$ cat src/rtl/frame_buffer_arbiter_pkg.sv
// fb_pkg: shared frame-buffer widths, frame size and arbiter state encoding
package fb_pkg;
  localparam int FB_ADDR_W = 19;
  localparam int FB_PIX_W = 8;
  localparam int FB_ACTIVE_PIXELS = 307200;
  typedef enum logic [1:0] {IDLE, FETCH, DONE} arb_state_t;
endpackage

$ cat src/rtl/frame_buffer_arbiter_if.sv
// frame_buffer_arbiter_if: write-back request channel plus single-port RAM bus
interface frame_buffer_arbiter_if import fb_pkg::*; #(
  parameter int ADDR_W = FB_ADDR_W,
  parameter int PIX_W = FB_PIX_W
);
  logic wrValid;
  logic wrReady;
  logic [ADDR_W-1:0] wrAddr;
  logic [PIX_W-1:0] wrData;
  logic ramEn;
  logic ramWe;
  logic [ADDR_W-1:0] ramAddr;
  logic [PIX_W-1:0] ramWData;
  logic [PIX_W-1:0] ramRData;
  modport master(
    input wrValid, wrAddr, wrData, ramRData,
    output wrReady, ramEn, ramWe, ramAddr, ramWData
  );
  modport slave(
    output wrValid, wrAddr, wrData, ramRData,
    input wrReady, ramEn, ramWe, ramAddr, ramWData
  );
endinterface

$ cat src/rtl/frame_buffer_arbiter_pixel_fifo.sv
// pixel_fifo: synchronous FIFO with flush, occupancy count and zero-when-empty head
module pixel_fifo #(
  parameter int DEPTH = 16,
  parameter int WIDTH = 8,
  localparam int AW = $clog2(DEPTH),
  localparam int CW = $clog2(DEPTH + 1)
) (
  input logic vgaClk,
  input logic rstN,
  input logic push,
  input logic pop,
  input logic flush,
  input logic [WIDTH-1:0] pushData,
  output logic [CW-1:0] count,
  output logic [WIDTH-1:0] head
);
  logic [WIDTH-1:0] mem [DEPTH];
  logic [AW-1:0] wp, rp;
  logic doPush, doPop;
  assign doPush = push && count != CW'(DEPTH);
  assign doPop = pop && count != '0;
  assign head = count != '0 ? mem[rp] : '0;
  always_ff @(posedge vgaClk or negedge rstN) begin
    if (!rstN) begin
      wp <= '0;
      rp <= '0;
      count <= '0;
    end else if (flush) begin
      wp <= '0;
      rp <= '0;
      count <= '0;
    end else begin
      wp <= doPush ? wp + 1'b1 : wp;
      rp <= doPop ? rp + 1'b1 : rp;
      count <= count + CW'(doPush) - CW'(doPop);
    end
  end
  always_ff @(posedge vgaClk)
    if (doPush && !flush) mem[wp] <= pushData;
endmodule

$ cat src/rtl/frame_buffer_arbiter.sv
// frame_buffer_arbiter: display-priority frame-buffer arbiter with pixel prefetch FIFO; FB_ARB_STATS_EN adds stall/underflow counters
module frame_buffer_arbiter import fb_pkg::*; #(
  parameter int ADDR_W = FB_ADDR_W,
  parameter int PIX_W = FB_PIX_W,
  parameter int ACTIVE_PIXELS = FB_ACTIVE_PIXELS,
  parameter int FIFO_DEPTH = 16,
  parameter int LOW_WATER = 8
) (
  input logic vgaClk,
  input logic rstN,
  input logic frameStart,
  input logic pixReq,
  output logic [PIX_W-1:0] pixData,
  output logic underflow,
  output logic [15:0] stallCnt,
  output logic [15:0] underflowCnt,
  frame_buffer_arbiter_if.master bus
);
  localparam int CW = $clog2(FIFO_DEPTH + 1);
  localparam logic [ADDR_W-1:0] LAST_ADDR = ADDR_W'(ACTIVE_PIXELS - 1);
  arb_state_t state, stateNext;
  logic [ADDR_W-1:0] rdAddr;
  logic inFlight, wrGrant, rdIssue, emptyPop;
  logic [CW-1:0] count, level;
  assign level = count + CW'(inFlight);
  assign emptyPop = pixReq && count == '0 && !frameStart;
  assign bus.wrReady = state != FETCH || level >= CW'(LOW_WATER);
  // a write granted during reset would corrupt RAM, so the grant is gated by rstN
  always_comb begin
    wrGrant = rstN && bus.wrValid && bus.wrReady;
    rdIssue = state == FETCH && !frameStart && !wrGrant && level < CW'(FIFO_DEPTH);
    bus.ramEn = wrGrant || rdIssue;
    bus.ramWe = wrGrant;
    bus.ramAddr = wrGrant ? bus.wrAddr : rdAddr;
    bus.ramWData = bus.wrData;
    stateNext = frameStart ? FETCH : rdIssue && rdAddr == LAST_ADDR ? DONE : state;
  end
  always_ff @(posedge vgaClk or negedge rstN) begin
    if (!rstN) begin
      state <= IDLE;
      rdAddr <= '0;
      inFlight <= 1'b0;
      underflow <= 1'b0;
    end else begin
      state <= stateNext;
      rdAddr <= frameStart ? '0 : rdIssue ? rdAddr + 1'b1 : rdAddr;
      inFlight <= rdIssue;
      underflow <= frameStart ? 1'b0 : emptyPop ? 1'b1 : underflow;
    end
  end
  pixel_fifo #(.DEPTH(FIFO_DEPTH), .WIDTH(PIX_W)) fifo (
    .vgaClk(vgaClk),
    .rstN(rstN),
    .push(inFlight && !frameStart),
    .pop(pixReq && !frameStart),
    .flush(frameStart),
    .pushData(bus.ramRData),
    .count(count),
    .head(pixData)
  );
`ifdef FB_ARB_STATS_EN
  always_ff @(posedge vgaClk or negedge rstN) begin
    if (!rstN) begin
      stallCnt <= '0;
      underflowCnt <= '0;
    end else begin
      stallCnt <= stallCnt + (bus.wrValid && !bus.wrReady && ~&stallCnt ? 16'd1 : 16'd0);
      underflowCnt <= underflowCnt + (emptyPop && ~&underflowCnt ? 16'd1 : 16'd0);
    end
  end
`else
  assign stallCnt = '0;
  assign underflowCnt = '0;
`endif
endmodule

$ cat src/flat_wrapper.sv
// flat-port wrapper written by rule: the top's interface ports become plain ports
module frame_buffer_arbiter_flat import fb_pkg::*;
#(
  parameter int ADDR_W = FB_ADDR_W,
  parameter int PIX_W = FB_PIX_W,
  parameter int ACTIVE_PIXELS = FB_ACTIVE_PIXELS,
  parameter int FIFO_DEPTH = 16,
  parameter int LOW_WATER = 8
)
  (vgaClk, rstN, frameStart, pixReq, pixData, underflow, stallCnt, underflowCnt, bus_wrValid, bus_wrAddr, bus_wrData, bus_ramRData, bus_wrReady, bus_ramEn, bus_ramWe, bus_ramAddr, bus_ramWData);
  frame_buffer_arbiter_if #(.ADDR_W(ADDR_W), .PIX_W(PIX_W)) bus_i ();
  input logic vgaClk;
  input logic rstN;
  input logic frameStart;
  input logic pixReq;
  output logic [PIX_W-1:0] pixData;
  output logic underflow;
  output logic [15:0] stallCnt;
  output logic [15:0] underflowCnt;
  input wire logic [$bits(bus_i.wrValid)-1:0] bus_wrValid;
  input wire logic [$bits(bus_i.wrAddr)-1:0] bus_wrAddr;
  input wire logic [$bits(bus_i.wrData)-1:0] bus_wrData;
  input wire logic [$bits(bus_i.ramRData)-1:0] bus_ramRData;
  output wire logic [$bits(bus_i.wrReady)-1:0] bus_wrReady;
  output wire logic [$bits(bus_i.ramEn)-1:0] bus_ramEn;
  output wire logic [$bits(bus_i.ramWe)-1:0] bus_ramWe;
  output wire logic [$bits(bus_i.ramAddr)-1:0] bus_ramAddr;
  output wire logic [$bits(bus_i.ramWData)-1:0] bus_ramWData;
  assign bus_i.wrValid = bus_wrValid;
  assign bus_i.wrAddr = bus_wrAddr;
  assign bus_i.wrData = bus_wrData;
  assign bus_i.ramRData = bus_ramRData;
  assign bus_wrReady = bus_i.wrReady;
  assign bus_ramEn = bus_i.ramEn;
  assign bus_ramWe = bus_i.ramWe;
  assign bus_ramAddr = bus_i.ramAddr;
  assign bus_ramWData = bus_i.ramWData;
  frame_buffer_arbiter #(.ADDR_W(ADDR_W), .PIX_W(PIX_W), .ACTIVE_PIXELS(ACTIVE_PIXELS), .FIFO_DEPTH(FIFO_DEPTH), .LOW_WATER(LOW_WATER)) u_core (.vgaClk(vgaClk), .rstN(rstN), .frameStart(frameStart), .pixReq(pixReq), .pixData(pixData), .underflow(underflow), .stallCnt(stallCnt), .underflowCnt(underflowCnt), .bus(bus_i));
endmodule
$ cat config.mk
export PLATFORM = sky130hd
export DESIGN_NAME = frame_buffer_arbiter_flat
export DESIGN_NICKNAME = d
export VERILOG_FILES = /design/src/rtl/frame_buffer_arbiter_pkg.sv /design/src/rtl/frame_buffer_arbiter_if.sv /design/src/rtl/frame_buffer_arbiter_pixel_fifo.sv /design/src/rtl/frame_buffer_arbiter.sv /design/src/flat_wrapper.sv
export SDC_FILE = /design/constraint.sdc
export NUM_CORES = 1
export LEC_CHECK = 0
export CAP_MARGIN = 20
export CORE_MARGIN = 3
export CORE_UTILIZATION = 30
export DETAILED_ROUTE_END_ITERATION = 7
export MAX_ROUTING_LAYER = met4
export PLACE_DENSITY_LB_ADDON = 0.25
export SYNTH_ARGS = -nofsm -noshare
export SYNTH_HDL_FRONTEND = slang
export SYNTH_SLANG_ARGS = --single-unit
$ cat constraint.sdc
create_clock -name vgaClk -period 2.8 [get_ports vgaClk]
set_input_delay 0.42 -clock vgaClk [delete_from_list [all_inputs] [get_ports vgaClk]]
set_output_delay 0.42 -clock vgaClk [all_outputs]
set_load 0.02 [all_outputs]
# Word level (Yosys, flattened, before mapping)
# Memory sizes are Yosys's and may differ from the RTL's.
# Cells that the tools add are included.
[word_totals] wordCells=59 inputBits=40 ram_bits=128 register_bits=36 out_inout_bits=71 mem_count=1
[memory_table] name="u_core.fifo.mem" depth=16 width=8 rd=1 rd_clocked_by_memory_dff=0 write_ports=1 line_no="frame_buffer_arbiter_pixel_fifo.sv:17" text="logic [WIDTH-1:0] mem [DEPTH];"
[classes] n_lt_le_gt_ge=2 n_mux=15 n_eq_ne=4 n_addsub=6 n_reduce_logical=24
[ops] cell="$mux W19" n=3
[ops] cell="$add A19 B1 Y19 const B" n=1
[ops] cell="$eq A19 B19 Y1 const B" n=1
[ops] cell="$mux W4" n=4
[ops] cell="$logic_and A1 B1 Y1" n=13
[ops] cell="$add A5 B1 Y5" n=2
[ops] cell="$reduce_bool A2 Y1" n=5
[ops] cell="$add A4 B1 Y4 const B" n=2
[ops] cell="$mux W8" n=1
[ops] cell="$ge A5 B4 Y1 const B" n=1
[ops] cell="$logic_not A5 Y1" n=1
[ops] cell="$lt A5 B5 Y1 const B" n=1
[ops] cell="$mux W5" n=1
[ops] cell="$ne A5 B5 Y1 const B" n=1
[ops] cell="$reduce_bool A5 Y1" n=1
[ops] cell="$sub A5 B1 Y5" n=1
[ops] cell="$mux W1" n=4
[ops] cell="$mux W2" n=2
[ops] cell="$eq A2 B1 Y1 const B" n=1
[ops] cell="$logic_not A1 Y1" n=2
[ops] cell="$logic_or A1 B1 Y1" n=2
[ops] cell="$ne A2 B1 Y1 const B" n=1

# Depth between registers and ports, before layout
[logic_depth] word_depth=10 depth_mapped=15 mapped_depth_nobuf=15

# Hierarchy
# A second synthesis with hierarchy kept.
[hier_totals] hier_cells=521 hier_area_um2=7955.1
[modules_own_cells] module="pixel_fifo" n_inst=1 area_per_inst_um2=5855.6 cells_each=308 seq_area_each_um2=4169.0
[modules_own_cells] module="frame_buffer_arbiter" n_inst=1 area_per_inst_um2=2099.5 cells_each=213 seq_area_each_um2=575.6

# Worst setup path before layout
# Ideal clock, no wire load.
[synth_timing] path_kind="reg-to-reg" from="reg u_core.fifo.count[3]" to="reg u_core.fifo.count[4]" synth_period_minus_slack_ps=2880 n_path_buf=0 stages_incl_launch_ff=16 setup_time_ps=78 slack_ps=-80 required_time_ps=2722 t_arrival_ps=2802 path_cell_list="dfrtp_1 > inv_1 > ha_1 > or4b_2 > nand2_1 > nor2_1 > ha_1 > inv_1 > ha_1 > inv_1 > fa_1 > inv_1 > a21oi_1 > nor2_1 > or3_1 > a21oi_1"
[synth_via] elab_chain_cells=5 word_cells_on_any_way=7 classes_between="2 x add/sub; 1 x eq/ne; 1 x mux; 3 x reduce/logical"
[synth_rtl] element="from (decl)" line_no="frame_buffer_arbiter_pixel_fifo.sv:14" text="output logic [CW-1:0] count,"
[synth_rtl] element="from (signal assigned)" line_no="frame_buffer_arbiter_pixel_fifo.sv:35" text="count <= count + CW'(doPush) - CW'(doPop);"
[synth_rtl] element="$ne A5 B5 Y1" line_no="frame_buffer_arbiter_pixel_fifo.sv:20" text="assign doPush = push && count != CW'(DEPTH);"
[synth_rtl] element="$logic_and A1 B1 Y1" line_no="frame_buffer_arbiter_pixel_fifo.sv:20"
[synth_rtl] element="$add A5 B1 Y5" line_no="frame_buffer_arbiter_pixel_fifo.sv:35"
[synth_rtl] element="$sub A5 B1 Y5 (*)" line_no="frame_buffer_arbiter_pixel_fifo.sv:35"
[synth_rtl] element="$mux W5 (*)" line_no="frame_buffer_arbiter_pixel_fifo.sv:28" text="end else if (flush) begin"
# Mark *: on every way between the ends. The rest lies on a longest branch, timed or not.
# A chain may end at the register's enable or synchronous reset.

# Worst setup path in the final report
[layout_timing] from="reg u_core.fifo.count[2]" to="reg u_core.fifo.count[4]"
# Same word-level chain as after synthesis.

==> impl_results.html <==
<table>
<tr><th>Metric</th><th>Value</th></tr>
<tr><th colspan="2">Outcome</th></tr>
<tr><td>Outcome</td><td>complete, but fails checks</td></tr>
<tr><td>Violated checks</td><td>negative setup slack</td></tr>
<tr><th colspan="2">Final layout</th></tr>
<tr><td>Most common library cell in the layout ignoring fill and taps</td><td>sky130_fd_sc_hd__edfxtp_1</td></tr>
<tr><td>Final core utilization</td><td>0.378</td></tr>
<tr><td>Number of antenna diodes</td><td>0</td></tr>
<tr><td>Number of non-filler instances in the completed layout</td><td>939</td></tr>
<tr><td>Filler cell count</td><td>2,364</td></tr>
<tr><td>Total Nets Final</td><td>657</td></tr>
<tr><td>Synth-to-layout area growth</td><td>22.7%</td></tr>
<tr><td>Commonest cells after routing, fill and taps aside</td><td>sky130_fd_sc_hd__edfxtp_1, sky130_fd_sc_hd__buf_4, sky130_fd_sc_hd__nor2_1</td></tr>
<tr><td>Layout cell share with drive strength beyond 1</td><td>0.289</td></tr>
<tr><th colspan="2">Clocking</th></tr>
<tr><td>CTS buffer count</td><td>17</td></tr>
<tr><td>Clock tree from TritonCTS</td><td>yes</td></tr>
<tr><td>Sinks on Clock Net</td><td>164</td></tr>
<tr><td>Clock Tree Root</td><td>sky130_fd_sc_hd__clkbuf_16</td></tr>
<tr><td>Max H-tree Level</td><td>4</td></tr>
<tr><td>Max clock buf depth</td><td>2</td></tr>
<tr><td>CTS clock-pin slew for the worst setup and hold paths</td><td>80 ps</td></tr>
<tr><td>Clock network latency to the later pin of the worst-skew pair</td><td>430 ps</td></tr>
<tr><th colspan="2">Setup path</th></tr>
<tr><td>Critical path startpoint category</td><td>flip-flop</td></tr>
<tr><td>Path type of the worst setup path</td><td>flip-flop to flip-flop</td></tr>
<tr><td>CP Launch Point</td><td>u_core.fifo.count[2]</td></tr>
<tr><td>CP max FO</td><td>3</td></tr>
<tr><td>Arrival time reported for the critical path endpoint</td><td>3160 ps</td></tr>
<tr><td>Critical R2R Launch</td><td>u_core.fifo.count[2]</td></tr>
<tr><td>Element type at the critical path end</td><td>flip-flop</td></tr>
<tr><td>Worst EP required</td><td>3150 ps</td></tr>
<tr><th colspan="2">Die</th></tr>
<tr><td>Width of the die</td><td>165 um</td></tr>
<tr><td>DIE AREA</td><td>27,100 sq um</td></tr>
<tr><td>Number of top-level design ports</td><td>111</td></tr>
<tr><td>Die height</td><td>165 um</td></tr>
<tr><td>Area of the core</td><td>24,500 sq um</td></tr>
<tr><td>Starting utilization of the core area</td><td>0.308</td></tr>
<tr><td>Core Rows</td><td>57</td></tr>
<tr><th colspan="2">STA</th></tr>
<tr><td>Worst max-slew margin expressed relative to the limit</td><td>0.565</td></tr>
<tr><td>Final count of negative-setup-slack endpoints</td><td>1</td></tr>
<tr><td>Setup total negative slack</td><td>-11.5 ps</td></tr>
<tr><td>Least setup slack across all paths after layout</td><td>-11.5 ps</td></tr>
<tr><td>Tightest Pin Transition</td><td>651 ps</td></tr>
<tr><td>Maximum achievable frequency</td><td>0.356 GHz</td></tr>
<tr><td>Largest clock skew in the final design</td><td>16.1 ps</td></tr>
<tr><td>Worst-case hold slack</td><td>112 ps</td></tr>
<tr><td>Unrepaired setup endpoints after global routing</td><td>true</td></tr>
<tr><td>Final cycle utilization of the critical path</td><td>1.00</td></tr>
<tr><td>Max-slew violation count</td><td>0</td></tr>
<tr><td>Tmin final</td><td>2810 ps</td></tr>
<tr><td>Final Hold Viols</td><td>0</td></tr>
<tr><th colspan="2">Global route</th></tr>
<tr><td>Grt ovf</td><td>0</td></tr>
<tr><td>Met3 capacity usage during global routing</td><td>0.0298</td></tr>
<tr><td>Met2 usage in global routing</td><td>0.208</td></tr>
<tr><td>Wire length of the first global-routing pass</td><td>24.8 mm</td></tr>
<tr><td>Aggregate global-route resource usage</td><td>0.124</td></tr>
<tr><td>Antenna violations before repair</td><td>0</td></tr>
<tr><td>Gr busiest metal</td><td>met2</td></tr>
<tr><td>Maximum number of pins on one net before global-route repair</td><td>31</td></tr>
<tr><td>Global routing met1 resource utilization</td><td>0.153</td></tr>
<tr><td>Number of global-route vias before repair</td><td>4,534</td></tr>
<tr><th colspan="2">Yosys</th></tr>
<tr><td>Register area share after synthesis</td><td>0.628</td></tr>
<tr><td>Yosys warns</td><td>0</td></tr>
<tr><td>Largest family of logic cells by synthesized area</td><td>multiplexers</td></tr>
<tr><td>Adder-cell area share of the yosys netlist</td><td>0.0258</td></tr>
<tr><td>Simple-gate share of the synthesized area</td><td>0.0876</td></tr>
<tr><td>Number of synthesized flops with an enable pin</td><td>128</td></tr>
<tr><td>Synth top area cells</td><td>sky130_fd_sc_hd__edfxtp_1, sky130_fd_sc_hd__dfrtp_1, sky130_fd_sc_hd__mux4_2, sky130_fd_sc_hd__buf_4, sky130_fd_sc_hd__mux2_2</td></tr>
<tr><td>Syn_area_per_cell</td><td>15.0 sq um</td></tr>
<tr><td>Area fraction in compound gates after synthesis</td><td>0.0186</td></tr>
<tr><td>Count of mapped cells out of synthesis</td><td>502</td></tr>
<tr><td>Leading register cell type out of synthesis</td><td>sky130_fd_sc_hd__edfxtp_1</td></tr>
<tr><td>Synthesis-stage register bit count</td><td>164</td></tr>
<tr><td>Xor/xnor cell area share of the yosys netlist</td><td>0.0301</td></tr>
<tr><td>Asr flop ratio synth</td><td>0.220</td></tr>
<tr><td>Count of cell types in the netlist</td><td>45</td></tr>
<tr><td>Share of Yosys cell area claimed by the top area cell type</td><td>0.509</td></tr>
<tr><td>Portion of netlist area occupied by mux cells</td><td>0.150</td></tr>
<tr><td>Library cell with the largest summed area after synthesis</td><td>sky130_fd_sc_hd__edfxtp_1</td></tr>
<tr><td>Area of the mapped netlist</td><td>7550 sq um</td></tr>
<tr><th colspan="2">Detailed routing</th></tr>
<tr><td>Wire length after detailed routing</td><td>15.8 mm</td></tr>
<tr><td>Starting DRT DRC Count</td><td>172</td></tr>
<tr><td>Post-DR wirelength/cell</td><td>16.8 um</td></tr>
<tr><td>1st-pass router iterations</td><td>4</td></tr>
<tr><td>Via count normalized by instance count</td><td>4.51</td></tr>
<tr><td>Count of antenna-violating nets left after detailed routing</td><td>0</td></tr>
<tr><td>Routed vias</td><td>4,236</td></tr>
<tr><td>DRC Markers</td><td>0</td></tr>
<tr><th colspan="2">Placed design</th></tr>
<tr><td>Placed Cells</td><td>901</td></tr>
<tr><td>Placer's final routability congestion estimate</td><td>0.788</td></tr>
<tr><td>Number of port buffers</td><td>62</td></tr>
<tr><td>Worst slack at placement</td><td>-20.2 ps</td></tr>
<tr><td>HPWL Detailed</td><td>10.7 mm</td></tr>
<tr><th colspan="2">Pwr</th></tr>
<tr><td>Static leakage</td><td>3.37 nW</td></tr>
<tr><td>Pwr dens</td><td>767 nW/um^2</td></tr>
<tr><td>Worst IR Drop VDD</td><td>0.411 mV</td></tr>
<tr><th colspan="2">Hold path</th></tr>
<tr><td>Class of the tightest hold or removal check</td><td>primary input to async pin</td></tr>
<tr><th colspan="2">Job</th></tr>
<tr><td>Max cap viols</td><td>0</td></tr>
</table>
repair_timing:
item | 4_1_cts | 5_1_grt
pin swaps | 3 | 6
gates resized for setup | 113 | 20
endpoints found under the setup margin | 31 | 31
hold buffers | 1 | 0
setup buffers | 3 | 2
hold endpoints to repair | 6 | 0
Yosys cell counts, types with 2 or more instances:
cell type / count
sky130_fd_sc_hd__xnor2_1: 19
sky130_fd_sc_hd__buf_2: 3
sky130_fd_sc_hd__ha_1: 14
sky130_fd_sc_hd__and2_1: 4
sky130_fd_sc_hd__a21oi_1: 8
sky130_fd_sc_hd__nor2b_1: 3
sky130_fd_sc_hd__xor2_1: 7
sky130_fd_sc_hd__buf_1: 2
sky130_fd_sc_hd__nand3_1: 8
sky130_fd_sc_hd__and4_1: 2
sky130_fd_sc_hd__mux2_2: 19
sky130_fd_sc_hd__nand2b_1: 4
sky130_fd_sc_hd__nor3_1: 10
sky130_fd_sc_hd__clkbuf_1: 15
sky130_fd_sc_hd__nand2_1: 21
sky130_fd_sc_hd__o22ai_1: 8
sky130_fd_sc_hd__and3_1: 3
sky130_fd_sc_hd__nor2_1: 44
sky130_fd_sc_hd__edfxtp_1: 128
sky130_fd_sc_hd__o31ai_1: 2
sky130_fd_sc_hd__mux4_2: 32
sky130_fd_sc_hd__inv_1: 14
sky130_fd_sc_hd__dfrtp_1: 36
sky130_fd_sc_hd__buf_4: 41
sky130_fd_sc_hd__o21ai_0: 4
sky130_fd_sc_hd__or4_1: 2
sky130_fd_sc_hd__nor4_1: 6
sky130_fd_sc_hd__mux2i_1: 17
sky130_fd_sc_hd__nor3b_1: 3
sky130_fd_sc_hd__nand4_1: 5
sky130_fd_sc_hd__nor4b_1: 4
final cells by class:
cell class              instances  area, sq um  area share
well taps                     324          405      0.0437
clock inverters                15          175      0.0189
clock buffers                  17          425      0.0459
repair buffers                112          928       0.100
flip-flops and latches        164         4750       0.512
inverters                      14         55.1     0.00594
multi-input cells             293         2530       0.273
sequential cells by signal, summed over array words and instances (netlist names):
signal / cells
u_core.fifo.wp: 4
u_core.state: 2
u_core.fifo.count: 5
u_core.fifo.rp: 4
u_core.fifo.mem: 128
u_core.inFlight: 1
u_core.underflow: 1
u_core.rdAddr: 19
critical path, stage by stage (launching register included):
cell	delay, ps
sky130_fd_sc_hd__dfrtp_1	410
sky130_fd_sc_hd__buf_6	140
sky130_fd_sc_hd__inv_4	50
sky130_fd_sc_hd__ha_4	130
sky130_fd_sc_hd__or4b_4	460
sky130_fd_sc_hd__nand2_2	80
sky130_fd_sc_hd__nor2_1	50
sky130_fd_sc_hd__ha_1	270
sky130_fd_sc_hd__inv_1	40
sky130_fd_sc_hd__ha_2	170
sky130_fd_sc_hd__inv_2	60
sky130_fd_sc_hd__fa_2	200
sky130_fd_sc_hd__inv_1	50
sky130_fd_sc_hd__a21oi_2	100
sky130_fd_sc_hd__nor2_1	60
sky130_fd_sc_hd__or3_1	340
sky130_fd_sc_hd__a21oi_1	140
per-stage QoR:
stage / total power, mW / cell area, sq um
6_report: 7.11 / 9270
5_1_grt: 7.47 / 9270
4_1_cts: 7.12 / 9200
3_5_place_dp: 4.85 / 8670
3_3_place_gp: 4.82 / 8670
2_1_floorplan: 4.10 / 7670
worst paths after layout:
| path | end | slack [ps] | cells past startpoint |
|---|---|---|---|
| max | u_core.fifo.count[4] | -10 | 16 |
| min | u_core.rdAddr[5] | 110 | 2 |
| max reg2reg | u_core.fifo.count[4] | -10 | 16 |
| min reg2reg | u_core.underflow | 520 | 2 |
| max in group asynchronous | u_core.fifo.count[0] | 2050 | 2 |
| min in group vgaClk | u_core.underflow | 520 | 2 |
metal layers:
metal / part of all wire / wire, um
met5: 0 / 0
met3: 0.036 / 574
met2: 0.52 / 8150
met1: 0.44 / 6890
met4: 0.0091 / 144
report_power, final:
| group | internal (mW) | switching, mW | total [mW] |
|---|---|---|---|
| registers | 2.73 | 0.0828 | 2.81 |
| logic | 0.944 | 1.04 | 1.98 |
| clock network | 1.21 | 1.10 | 2.31 |
logic make-up after synthesis:
group,Yosys count
compound gates,24
xor+xnor,26
fa+ha+maj,15
buf+inv,76
flops,164
mux,70
other cells,1
simple gates,126
Note: power is estimated with default switching activity, not from simulation.
